==> src/rtl/calc_frame_ctrl.sv <==
// Framing controller between the I2C slave byte stream and the combinational calculator:
// collects opcode + two big-endian operands, captures the width-masked result, serves status/result bytes.
module calc_frame_ctrl (
    input  logic        clk,
    input  logic        rst,
    input  logic        i2c_start,
    input  logic [7:0]  rx_data,
    input  logic        rx_valid,
    input  logic        tx_pop,
    output logic [7:0]  tx_data,
    output logic [31:0] calc_a,
    output logic [31:0] calc_b,
    output logic [1:0]  calc_op,
    input  logic [63:0] calc_result,
    output logic        busy,
    output logic        result_ready
);

    typedef enum logic [2:0] {
        IDLE = 3'd0,
        RX_A = 3'd1,
        RX_B = 3'd2,
        EXEC = 3'd3,
        DONE = 3'd4
    } state_t;

    state_t      state_q, state_d;
    state_t      byte_state;
    logic [1:0]  cnt_q, cnt_d;
    logic [31:0] calc_a_q, calc_a_d;
    logic [31:0] calc_b_q, calc_b_d;
    logic [1:0]  calc_op_q, calc_op_d;
    logic [63:0] res_q, res_d;
    logic        result_ready_q, result_ready_d;
    logic        div_zero_q, div_zero_d;
    logic        frame_err_q, frame_err_d;
    logic [3:0]  rd_idx_q, rd_idx_d;

    always_ff @(posedge clk) begin
        if (rst) begin
            state_q        <= IDLE;
            cnt_q          <= 2'd0;
            calc_a_q       <= 32'd0;
            calc_b_q       <= 32'd0;
            calc_op_q      <= 2'd0;
            res_q          <= 64'd0;
            result_ready_q <= 1'b0;
            div_zero_q     <= 1'b0;
            frame_err_q    <= 1'b0;
            rd_idx_q       <= 4'd0;
        end else begin
            state_q        <= state_d;
            cnt_q          <= cnt_d;
            calc_a_q       <= calc_a_d;
            calc_b_q       <= calc_b_d;
            calc_op_q      <= calc_op_d;
            res_q          <= res_d;
            result_ready_q <= result_ready_d;
            div_zero_q     <= div_zero_d;
            frame_err_q    <= frame_err_d;
            rd_idx_q       <= rd_idx_d;
        end
    end

    always_comb begin
        state_d        = state_q;
        cnt_d          = cnt_q;
        calc_a_d       = calc_a_q;
        calc_b_d       = calc_b_q;
        calc_op_d      = calc_op_q;
        res_d          = res_q;
        result_ready_d = result_ready_q;
        div_zero_d     = div_zero_q;
        frame_err_d    = frame_err_q;
        rd_idx_d       = rd_idx_q;
        byte_state     = state_q;

        // A START abandons a partial frame; a byte arriving with it is then seen as an opcode.
        if (i2c_start) begin
            rd_idx_d = 4'd0;
            if (state_q == RX_A || state_q == RX_B) begin
                frame_err_d = 1'b1;
                state_d     = IDLE;
                byte_state  = IDLE;
            end
        end else if (tx_pop) begin
            rd_idx_d = (rd_idx_q >= 4'd8) ? 4'd0 : rd_idx_q + 4'd1;
        end

        if (state_q == EXEC) begin
            state_d        = DONE;
            result_ready_d = 1'b1;
            div_zero_d     = (calc_op_q == 2'b11) && (calc_b_q == 32'd0);
            case (calc_op_q)
                2'b00, 2'b01: res_d = {31'd0, calc_result[32:0]};
                2'b10:        res_d = calc_result;
                default:      res_d = {32'd0, calc_result[31:0]};
            endcase
        end

        if (rx_valid) begin
            case (byte_state)
                IDLE, DONE: begin
                    if (rx_data[7:2] == 6'd0) begin
                        calc_op_d      = rx_data[1:0];
                        result_ready_d = 1'b0;
                        div_zero_d     = 1'b0;
                        frame_err_d    = 1'b0;
                        cnt_d          = 2'd0;
                        state_d        = RX_A;
                    end else begin
                        frame_err_d = 1'b1;
                        state_d     = IDLE;
                    end
                end
                RX_A: begin
                    calc_a_d = {calc_a_q[23:0], rx_data};
                    cnt_d    = cnt_q + 2'd1;
                    if (cnt_q == 2'd3) begin
                        cnt_d   = 2'd0;
                        state_d = RX_B;
                    end
                end
                RX_B: begin
                    calc_b_d = {calc_b_q[23:0], rx_data};
                    cnt_d    = cnt_q + 2'd1;
                    if (cnt_q == 2'd3) begin
                        cnt_d   = 2'd0;
                        state_d = EXEC;
                    end
                end
                EXEC: frame_err_d = 1'b1;
                default: ;
            endcase
        end
    end

    assign busy         = (state_q == RX_A) || (state_q == RX_B) || (state_q == EXEC);
    assign result_ready = result_ready_q;
    assign calc_a       = calc_a_q;
    assign calc_b       = calc_b_q;
    assign calc_op      = calc_op_q;

    always_comb begin
        tx_data = 8'h00;
        case (rd_idx_q)
            4'd0: tx_data = {result_ready_q, div_zero_q, frame_err_q, busy, 2'b00, calc_op_q};
            4'd1: tx_data = res_q[63:56];
            4'd2: tx_data = res_q[55:48];
            4'd3: tx_data = res_q[47:40];
            4'd4: tx_data = res_q[39:32];
            4'd5: tx_data = res_q[31:24];
            4'd6: tx_data = res_q[23:16];
            4'd7: tx_data = res_q[15:8];
            4'd8: tx_data = res_q[7:0];
            default: tx_data = 8'h00;
        endcase
    end

endmodule

==> config.mk <==
export PLATFORM = sky130hd
export DESIGN_NAME = calc_frame_ctrl
export DESIGN_NICKNAME = d
export VERILOG_FILES = /design/src/rtl/calc_frame_ctrl.sv
export SDC_FILE = /design/constraint.sdc
export NUM_CORES = 1
export LEC_CHECK = 0
export CAP_MARGIN = 0
export CORE_MARGIN = 10
export CORE_UTILIZATION = 49
export CTS_CLUSTER_DIAMETER = 80
export DETAILED_ROUTE_END_ITERATION = 8
export HOLD_SLACK_MARGIN = 0.06
export PLACE_DENSITY = 0.8
export SYNTH_ARGS = -nofsm -noshare
export SYNTH_HDL_FRONTEND = slang
export SYNTH_SLANG_ARGS = --single-unit
==> constraint.sdc <==
create_clock -name clk -period 2.5 [get_ports clk]
set_input_delay 0.5 -clock clk [delete_from_list [all_inputs] [get_ports clk]]
set_output_delay 0.5 -clock clk [all_outputs]
set_load 0.02 [all_outputs]
==> results of run 1 <==
final timing paths:
| check | cells past startpoint | start | slack [ps] | endpoint |
|---|---|---|---|---|
| min reg2reg | 2 | calc_a[31]$_SDFFE_PP0P_ | 460 | calc_a[31]$_SDFFE_PP0P_ |
| max reg2reg | 5 | state_q[0]$_SDFF_PP0_ | 790 | div_zero_q$_SDFF_PP0_ |
| min | 2 | calc_a[31]$_SDFFE_PP0P_ | 460 | calc_a[31]$_SDFFE_PP0P_ |
| max | 6 | rd_idx_q[1]$_SDFFE_PP0P_ | -40 | tx_data[4] |
per-stage QoR:
step	std cells	worst slack (ps)	total power [W]
global route	1061	-134	0.00526
finish	1061	-37.5	0.00510
global placement	1027	-118	0.00258
CTS	1061	-32.2	0.00513
detailed placement	1027	-162	0.00259
floorplan	763	201	0.00242
registers in the layout (all words and copies together) (netlist names):
register      cells
res_q            64
calc_a           32
calc_b           32
rd_idx_q          4
state_q           3
calc_op           2
cnt_q             2
div_zero_q        1
frame_err_q       1
result_ready      1
power by group:
| part | internal, W | switching [W] | total [W] |
|---|---|---|---|
| clock | 0.00161 | 0.000937 | 0.00255 |
| combinational | 0.000157 | 0.000123 | 0.000280 |
| sequential | 0.00227 | 0.00000632 | 0.00227 |
cell usage after synthesis (2+ instances only):
master    instances
a21oi_1         145
a221oi_1          5
a222oi_1          3
a22oi_1          15
a311oi_1          2
a32o_1            2
and3b_1           2
buf_1             2
buf_2            19
buf_4             2
clkbuf_1         42
dfxtp_1         142
ha_1              5
inv_1             5
mux2_2            3
mux2i_1           4
nand2_1         241
nand2b_1          9
nand3_1          36
nand3b_1          4
nand4_1           4
nor2_1           13
nor2b_1           3
nor3_1           10
nor3b_1           3
nor4_1            8
o21ai_0           9
o221ai_1          2
o22ai_1           4
or4_1             3
routing by layer:
metal / vias up / routed length, um / GRT usage, % / part of all wire, %
li1: 2901 / - / - / -
met1: 2797 / 7740 / 26.0 / 40
met2: 222 / 9650 / 38.9 / 50
met3: 24 / 1640 / 8.65 / 8.5
met4: 0 / 335 / 7.80 / 1.7
met5: - / 0 / 0 / 0
critical path, cell delays in order (launching register included):
cell and delay, ps:
dfxtp_4 370, buf_12 130, ha_4 180, a222oi_1 400, a311oi_2 160, a31o_2 240, buf_6 130
logic make-up (layout without fill, tap and decap cells):
group / count (synthesis) / in the layout / share of synthesized area, %
AOI/OAI and AO/OA: 197 / 197 / 19.2
DFF: 142 / 142 / 48.4
xor gates and xnor gates: 1 / 1 / 0.149
buffers and inverters: 70 / 225 / 5.00
adders and majority gates: 5 / 5 / 1.06
muxes: 8 / 8 / 1.45
and+or+nand+nor: 340 / 340 / 24.8
what timing repair did:
action,CTS,global route
endpoints found under the hold margin,0,0
cloned,1,0
pin swaps,19,11
endpoints found under the setup margin,8,8
resized for setup,85,7
buffers inserted,2,0
layout make-up:
type | instances | area [sq um]
clock inverters | 10 | 136
repair buffers | 189 | 1830
well taps | 143 | 179
clock buffers | 21 | 460
multi-input cells | 551 | 2920
flip-flops and latches | 142 | 2850
inverters | 5 | 23.8
fillers | 927 | 3170
==> flow_metrics.tcl, run 1 <==
set metrics [dict create \
    status "finished with violations" \
    violations "negative setup slack" \
    worst_slew_pin_slew_ps 431 \
    power_density_nw_per_um2 608 \
    slew_violations 0 \
    synth_edf_count 0 \
    vias 5944 \
    clockBufferDepth 2 \
    cap_viol_max_count 0 \
    final.period_utilization_pct 102 \
    path_max_fanout 6 \
    syn_area_per_cell_sq_um 7.71 \
    p_leak_nw 2.82 \
    fin_skew_ps 6.15 \
    period_needed_ps 2540 \
    synth_largest_area_cell "dfxtp_1" \
    cts_tree "yes" \
    drc_errors 0 \
    grt_pass1_wl_mm 30.4 \
    clk_pin_slew_ps 60 \
    yosysWarnings 0 \
    setup_viol 4 \
    dr.first_iter.drc_count 531 \
    grt_pass1_vias 5841 \
    io_buffers 152 \
    relSlewSlack_pct 71.2 \
    grt_setup_unrepaired "true" \
    dr.pass1.iters 6 \
    die_area_sq_um 16800 \
    place_area_sq_um 7570 \
    final_antenna_net_count 0 \
    wl_per_cell_um 18.2 \
    gp_congestion 0.888 \
    drt_wl_total_mm 19.4 \
    async_flop_share_pct 0 \
    ys_top_cells_by_area "dfxtp_1 48%, nand2_1 15%, a21oi_1 12%" \
    cts.sinks 142 \
    synth_top_area_share_pct 48.4 \
    syn_inst 763 \
    finish.utilization_pct 72.6 \
    grt_max_degree 80 \
    area_growth_pct 42.8 \
    tns_ps -89.7 \
    insertion_delay_ps 420 \
    seq_area_frac_synth_pct 48.4 \
    fin_nets 988 \
    antenna_found_initial 0 \
    cts_buffers 17 \
    hold_buffers 0 \
    crit_path_start_kind "flop" \
    htreeDepth 4 \
    clockRootBuffer "clkbuf_16" \
    min_path_type "reg2reg" \
    synthFlopType "dfxtp_1" \
    fmax_mhz 394 \
    vias_per_cell 5.60 \
    path_class "reg2out" \
    initial_utilization_pct 50.8 \
    synth_nets 845 \
    dp_hpwl_mm 13.8 \
    setup_slack_ps -37.5 \
    fp-row-count 39 \
    grt-ovfl-total 0 \
    ys_ff_latch 142 \
    required_ps 2000 \
    hold_viol 0 \
    end_kind "output pin" \
    track_usage_pct 22.9 \
    die_x_um 130 \
    antenna_cells 0 \
    drive_gt1_share_pct 12.4 \
    io_pins 153 \
    synth.distinct_cells 46 \
    max-vdd-ir-drop_mv 0.520 \
    mostFrequentLayoutCell "nand2_1" \
    die_h_um 130 \
    final_cell_mix "241 x nand2_1, 143 x clkdlybuf4s50_1, 139 x a21oi_1, 139 x dfxtp_1, 36 x nand3_1" \
    fp.coreArea_sq_um 11600 \
    stdcell_area_sq_um 8390 \
    hold_slack_ps 459 \
    cp.arrival_ps 2040 \
    synth_area_sq_um 5880 \
]
Note: power is estimated with default switching activity, not from simulation.
==> run 2: changes to the inputs <==
--- a/config.mk
+++ b/config.mk
@@ -7,11 +7,11 @@
 export LEC_CHECK = 0
 export CAP_MARGIN = 0
 export CORE_MARGIN = 10
-export CORE_UTILIZATION = 49
+export CORE_UTILIZATION = 35
 export CTS_CLUSTER_DIAMETER = 80
 export DETAILED_ROUTE_END_ITERATION = 8
 export HOLD_SLACK_MARGIN = 0.06
-export PLACE_DENSITY = 0.8
 export SYNTH_ARGS = -nofsm -noshare
 export SYNTH_HDL_FRONTEND = slang
 export SYNTH_SLANG_ARGS = --single-unit
+export TNS_END_PERCENT = 5
==> flow_metrics.tcl, run 2 (synthesized netlist as in run 1, its figures left out) <==
set metrics [dict create \
    status "complete, no violations" \
    regMostFlops "res_q" \
    r2r_end "div_zero_q$_SDFF_PP0_" \
    p_leak_nw 2.80 \
    area_growth_pct 43.2 \
    hold_depth 2 \
    final_antenna_net_count 0 \
    gp_congestion 0.864 \
    grt-ovfl-total 0 \
    track_usage_pct 17.1 \
    final.period_utilization_pct 99.5 \
    placedCellCount 1101 \
    io_buffers 152 \
    end_kind "output pin" \
    die_h_um 150 \
    cap_viol_max_count 0 \
    htreeDepth 4 \
    max-vdd-ir-drop_mv 0.454 \
    largest_register_ffs 64 \
    cp.arrival_ps 1990 \
    die_x_um 150 \
    dr.first_iter.drc_count 399 \
    drc_errors 0 \
    vias 5749 \
    crit_path_start_kind "flop" \
    place_area_sq_um 7680 \
    multiInputGateArea_sq_um 2860 \
    reg2reg_slack_ps 750 \
    fmax_mhz 402 \
    reg2reg_from "state_q[0]$_SDFF_PP0_" \
    stdcell_count 1134 \
    whs_endpoint "calc_a[26]$_SDFFE_PP0P_" \
    dr.pass1.iters 7 \
    cts_buffers 17 \
    mostFrequentLayoutCell "nand2_1" \
    fin_skew_ps 10.7 \
    min_path_type "reg2reg" \
    dp_hpwl_mm 13.6 \
    period_needed_ps 2490 \
    tns_ps 0 \
    final_cell_mix "241 x nand2_1, 143 x a21oi_1, 143 x clkdlybuf4s50_1, 140 x dfxtp_1, 36 x nand3_1" \
    path_max_fanout 4 \
    clockBufferDepth 2 \
    grt_setup_unrepaired "true" \
    power_w 0.00519 \
    cts_tree "yes" \
    clk_pin_slew_ps 70 \
    wl_per_cell_um 17.1 \
    slew_violations 0 \
    cts.sinks 142 \
    antenna_found_initial 1 \
    stdcell_area_sq_um 8420 \
    filler_cell_count 1606 \
    grt_max_degree 72 \
    required_ps 2000 \
    setup_slack_ps 11.6 \
    die_area_sq_um 22400 \
    worst_slew_pin_slew_ps 409 \
    fin_nets 983 \
    initial_utilization_pct 35.6 \
    hold_viol 0 \
    antenna_cells 0 \
    grt_pass1_wl_mm 30.4 \
    seqCellArea_sq_um 2850 \
    grt_pass1_vias 5581 \
    clockRootBuffer "clkbuf_16" \
    setup_viol 0 \
    reg2regPathDepth 5 \
    io_pins 153 \
    power_density_nw_per_um2 616 \
    hold_buffers 0 \
    hold_start "calc_a[26]$_SDFFE_PP0P_" \
    drive_gt1_share_pct 10.9 \
    fp.coreArea_sq_um 16500 \
    insertion_delay_ps 420 \
    vias_per_cell 5.07 \
    drt_wl_total_mm 19.4 \
    path_class "reg2out" \
    relSlewSlack_pct 72.7 \
    fp-row-count 47 \
    preCtsSetupSlack_ps -127 \
]
## run 2: changes by cell type in the layout (fill, tap and decap cells not counted), sizes merged
cell,delta
clkbuf,-2
clkinvlp,+1
clkinv,-2
buf,-5
inv,+4
## run 2: where the power goes
part	leakage, nW	total (W)	internal [W]	switching, W
Combinational	1.35	0.000275	0.000154	0.000121
Clock	0.300	0.00264	0.00162	0.00102
Sequential	1.15	0.00227	0.00227	0.00000559
## run 2: worst max-delay path by stage
stage	to	slack, ps	from
floorplan	tx_data[3]	200	rd_idx_q[0]$_SDFFE_PP0P_
global placement	tx_data[4]	-80	rd_idx_q[0]$_SDFFE_PP0P_
detailed placement	tx_data[1]	-130	rd_idx_q[0]$_SDFFE_PP0P_
CTS	tx_data[4]	-20	rd_idx_q[1]$_SDFFE_PP0P_
global route	tx_data[4]	-70	rd_idx_q[1]$_SDFFE_PP0P_
finish	tx_data[4]	10	rd_idx_q[1]$_SDFFE_PP0P_
## run 2: critical path: stages, from the launching register on
cell and delay, ps:
dfxtp_4 400, inv_4 60, ha_4 170, a221o_1 300
a221oi_2 170, a311oi_1 90, a31o_2 250, buf_6 130
## run 2: what timing repair did
action / CTS / global route
setup endpoints to repair: 8 / 7
pin swaps: 10 / 7
resized for setup: 64 / 7
setup buffers: 0 / 1
## run 2: layout make-up
cell class	count	share of cell area, %
Tap cell	220	3.27
Timing Repair Buffer	184	21.3
Sequential cell	142	33.9
Inverter	5	0.253
Multi-Input combinational cell	551	33.9
Clock inverter	13	2.10
Clock buffer	19	5.26
## run 2: per-layer routing
layer,share of wire (%),wire length [um],track usage (%),up-vias
met1,42,8150,20.3,2616
met4,1.8,348,5.99,2
li1,-,-,-,2896
met3,9.1,1770,7.64,25
met5,0.057,11,0,-
met2,47,9120,27.0,210
## run 2: through the flow
stage	utilization, %	hold slack (ps)
after floorplan	-	429
after global placement	46.5	444
after detailed placement	46.5	447
after CTS	50.7	457
after global routing	50.9	475
final	50.9	455
==> run 3: changes to the inputs <==
--- a/config.mk
+++ b/config.mk
@@ -10,7 +10,9 @@
 export CORE_UTILIZATION = 35
 export CTS_CLUSTER_DIAMETER = 80
 export DETAILED_ROUTE_END_ITERATION = 8
+export GPL_TIMING_DRIVEN = 1
 export HOLD_SLACK_MARGIN = 0.06
+export SETUP_SLACK_MARGIN = 0.05
 export SYNTH_ARGS = -nofsm -noshare
 export SYNTH_HDL_FRONTEND = slang
 export SYNTH_SLANG_ARGS = --single-unit
==> flow_metrics.tcl, run 3 (synthesized netlist as in run 1, its figures left out) <==
set metrics [dict create \
    dr.pass1.iters 6 \
    regMostFlops "res_q" \
    io_pins 153 \
    drt_wl_total_mm 19.4 \
    clk_pin_slew_ps 70 \
    track_usage_pct 17.1 \
    initial_utilization_pct 35.6 \
    cts_buffers 17 \
    setup_slack_ps -23.2 \
    final.period_utilization_pct 101 \
    grt_setup_unrepaired "true" \
    fin_nets 984 \
    gp_congestion 0.864 \
    insertion_delay_ps 420 \
    fin_skew_ps 11.2 \
    max-vdd-ir-drop_mv 0.457 \
    relSlewSlack_pct 72.8 \
    violations "negative setup slack" \
    path_class "reg2out" \
    dr.first_iter.drc_count 407 \
    drive_gt1_share_pct 11.1 \
    fmax_mhz 396 \
    die_x_um 150 \
    end_kind "output pin" \
    fp.coreArea_sq_um 16500 \
    slowest_delay_ps 400 \
    cts.sinks 142 \
    crit_family "compound AO/OA/AOI/OAI gates" \
    cts_tree "yes" \
    clockBufferDepth 2 \
    crit_path_start_kind "flop" \
    crit_top_cell "buf_4" \
    clockRootBuffer "clkbuf_16" \
    slew_violations 0 \
    hold_viol 0 \
    period_needed_ps 2520 \
    finish.utilization_pct 51.1 \
    stdcell_area_sq_um 8440 \
    stdcell_count 1135 \
    crit_slowest_cell "dfxtp_4" \
    crit_buf_inv 3 \
    die_h_um 150 \
    cp.arrival_ps 2020 \
    hold_buffers 0 \
    largest_register_ffs 64 \
    power_w 0.00519 \
    vias 5739 \
    htreeDepth 4 \
    io_buffers 152 \
    grt_pass1_wl_mm 30.4 \
    setup_viol 1 \
    final_cell_mix "241 x nand2_1, 144 x a21oi_1, 143 x clkdlybuf4s50_1, 139 x dfxtp_1, 36 x nand3_1" \
    cap_viol_max_count 0 \
    antenna_found_initial 1 \
    power_density_nw_per_um2 615 \
    tns_ps -23.2 \
    dp_hpwl_mm 13.6 \
    reg2reg_slack_ps 750 \
    path_max_fanout 8 \
    placedCellCount 1101 \
    place_area_sq_um 7680 \
    drc_errors 0 \
    final_antenna_net_count 0 \
    p_leak_nw 2.81 \
    wl_per_cell_um 17.1 \
    cp_cell_sequence "inv_4, ha_4, buf_4, a22oi_1, a21oi_1, nor3_1, o22ai_1, buf_4" \
    die_area_sq_um 22400 \
    area_growth_pct 43.5 \
    vias_per_cell 5.06 \
    antenna_cells 0 \
    status "finished with violations" \
    worst_slew_pin_slew_ps 408 \
    min_path_type "reg2reg" \
    mostFrequentLayoutCell "nand2_1" \
    grt_pass1_vias 5575 \
    required_ps 2000 \
    fp-row-count 47 \
    grt-ovfl-total 0 \
    grt_max_degree 72 \
]
==> run 3: repair_timing <==
action,in CTS,in global routing
pin swaps,13,7
setup endpoints to repair,8,8
setup buffers,0,2
resized for setup,69,6
endpoints found under the hold margin,0,0
cloned,0,0
==> run 3: layout make-up <==
class,count,area (sq um)
Clock inverter,13,176
Sequential cell,142,2850
Tap cell,220,275
Fill cell,1606,8090
Clock buffer,19,443
Timing Repair Buffer,185,1810
Inverter,5,23.8
Multi-Input combinational cell,551,2860
==> run 3: layer usage <==
layer  track usage, %  routed length (um)  part of all wire, %
met4             5.15                 442                  2.3
met3             7.49                1790                  9.2
met2             27.5                9090                   47
met5                0                  11                0.057
met1             20.3                8070                   42
==> run 3: worst min-delay path, cell delays in order (launching register included) <==
cell	delay, ps
dfxtp_1	310
nand2_1	50
a21oi_1	50
==> run 3: power breakdown <==
group          total [W]  internal, W  switching (W)  leakage [nW]
Combinational   0.000275     0.000155       0.000120          1.36
Sequential       0.00227      0.00227     0.00000608          1.15
Clock            0.00264      0.00162        0.00103         0.300
==> run 3: worst paths after layout <==
path / from / to / cells after the start
max: rd_idx_q[0]$_SDFFE_PP0P_ / tx_data[7] / 8
min: calc_a[26]$_SDFFE_PP0P_ / calc_a[26]$_SDFFE_PP0P_ / 2
max reg2reg: state_q[0]$_SDFF_PP0_ / div_zero_q$_SDFF_PP0_ / 5
min reg2reg: calc_a[26]$_SDFFE_PP0P_ / calc_a[26]$_SDFFE_PP0P_ / 2
==> run 3: through the flow <==
stage	setup slack, ps	hold slack, ps
6_report	-23.2	455
5_1_grt	-63.8	475
4_1_cts	-19.9	457
3_5_place_dp	-127	447
3_3_place_gp	-84.4	444
2_1_floorplan	201	429
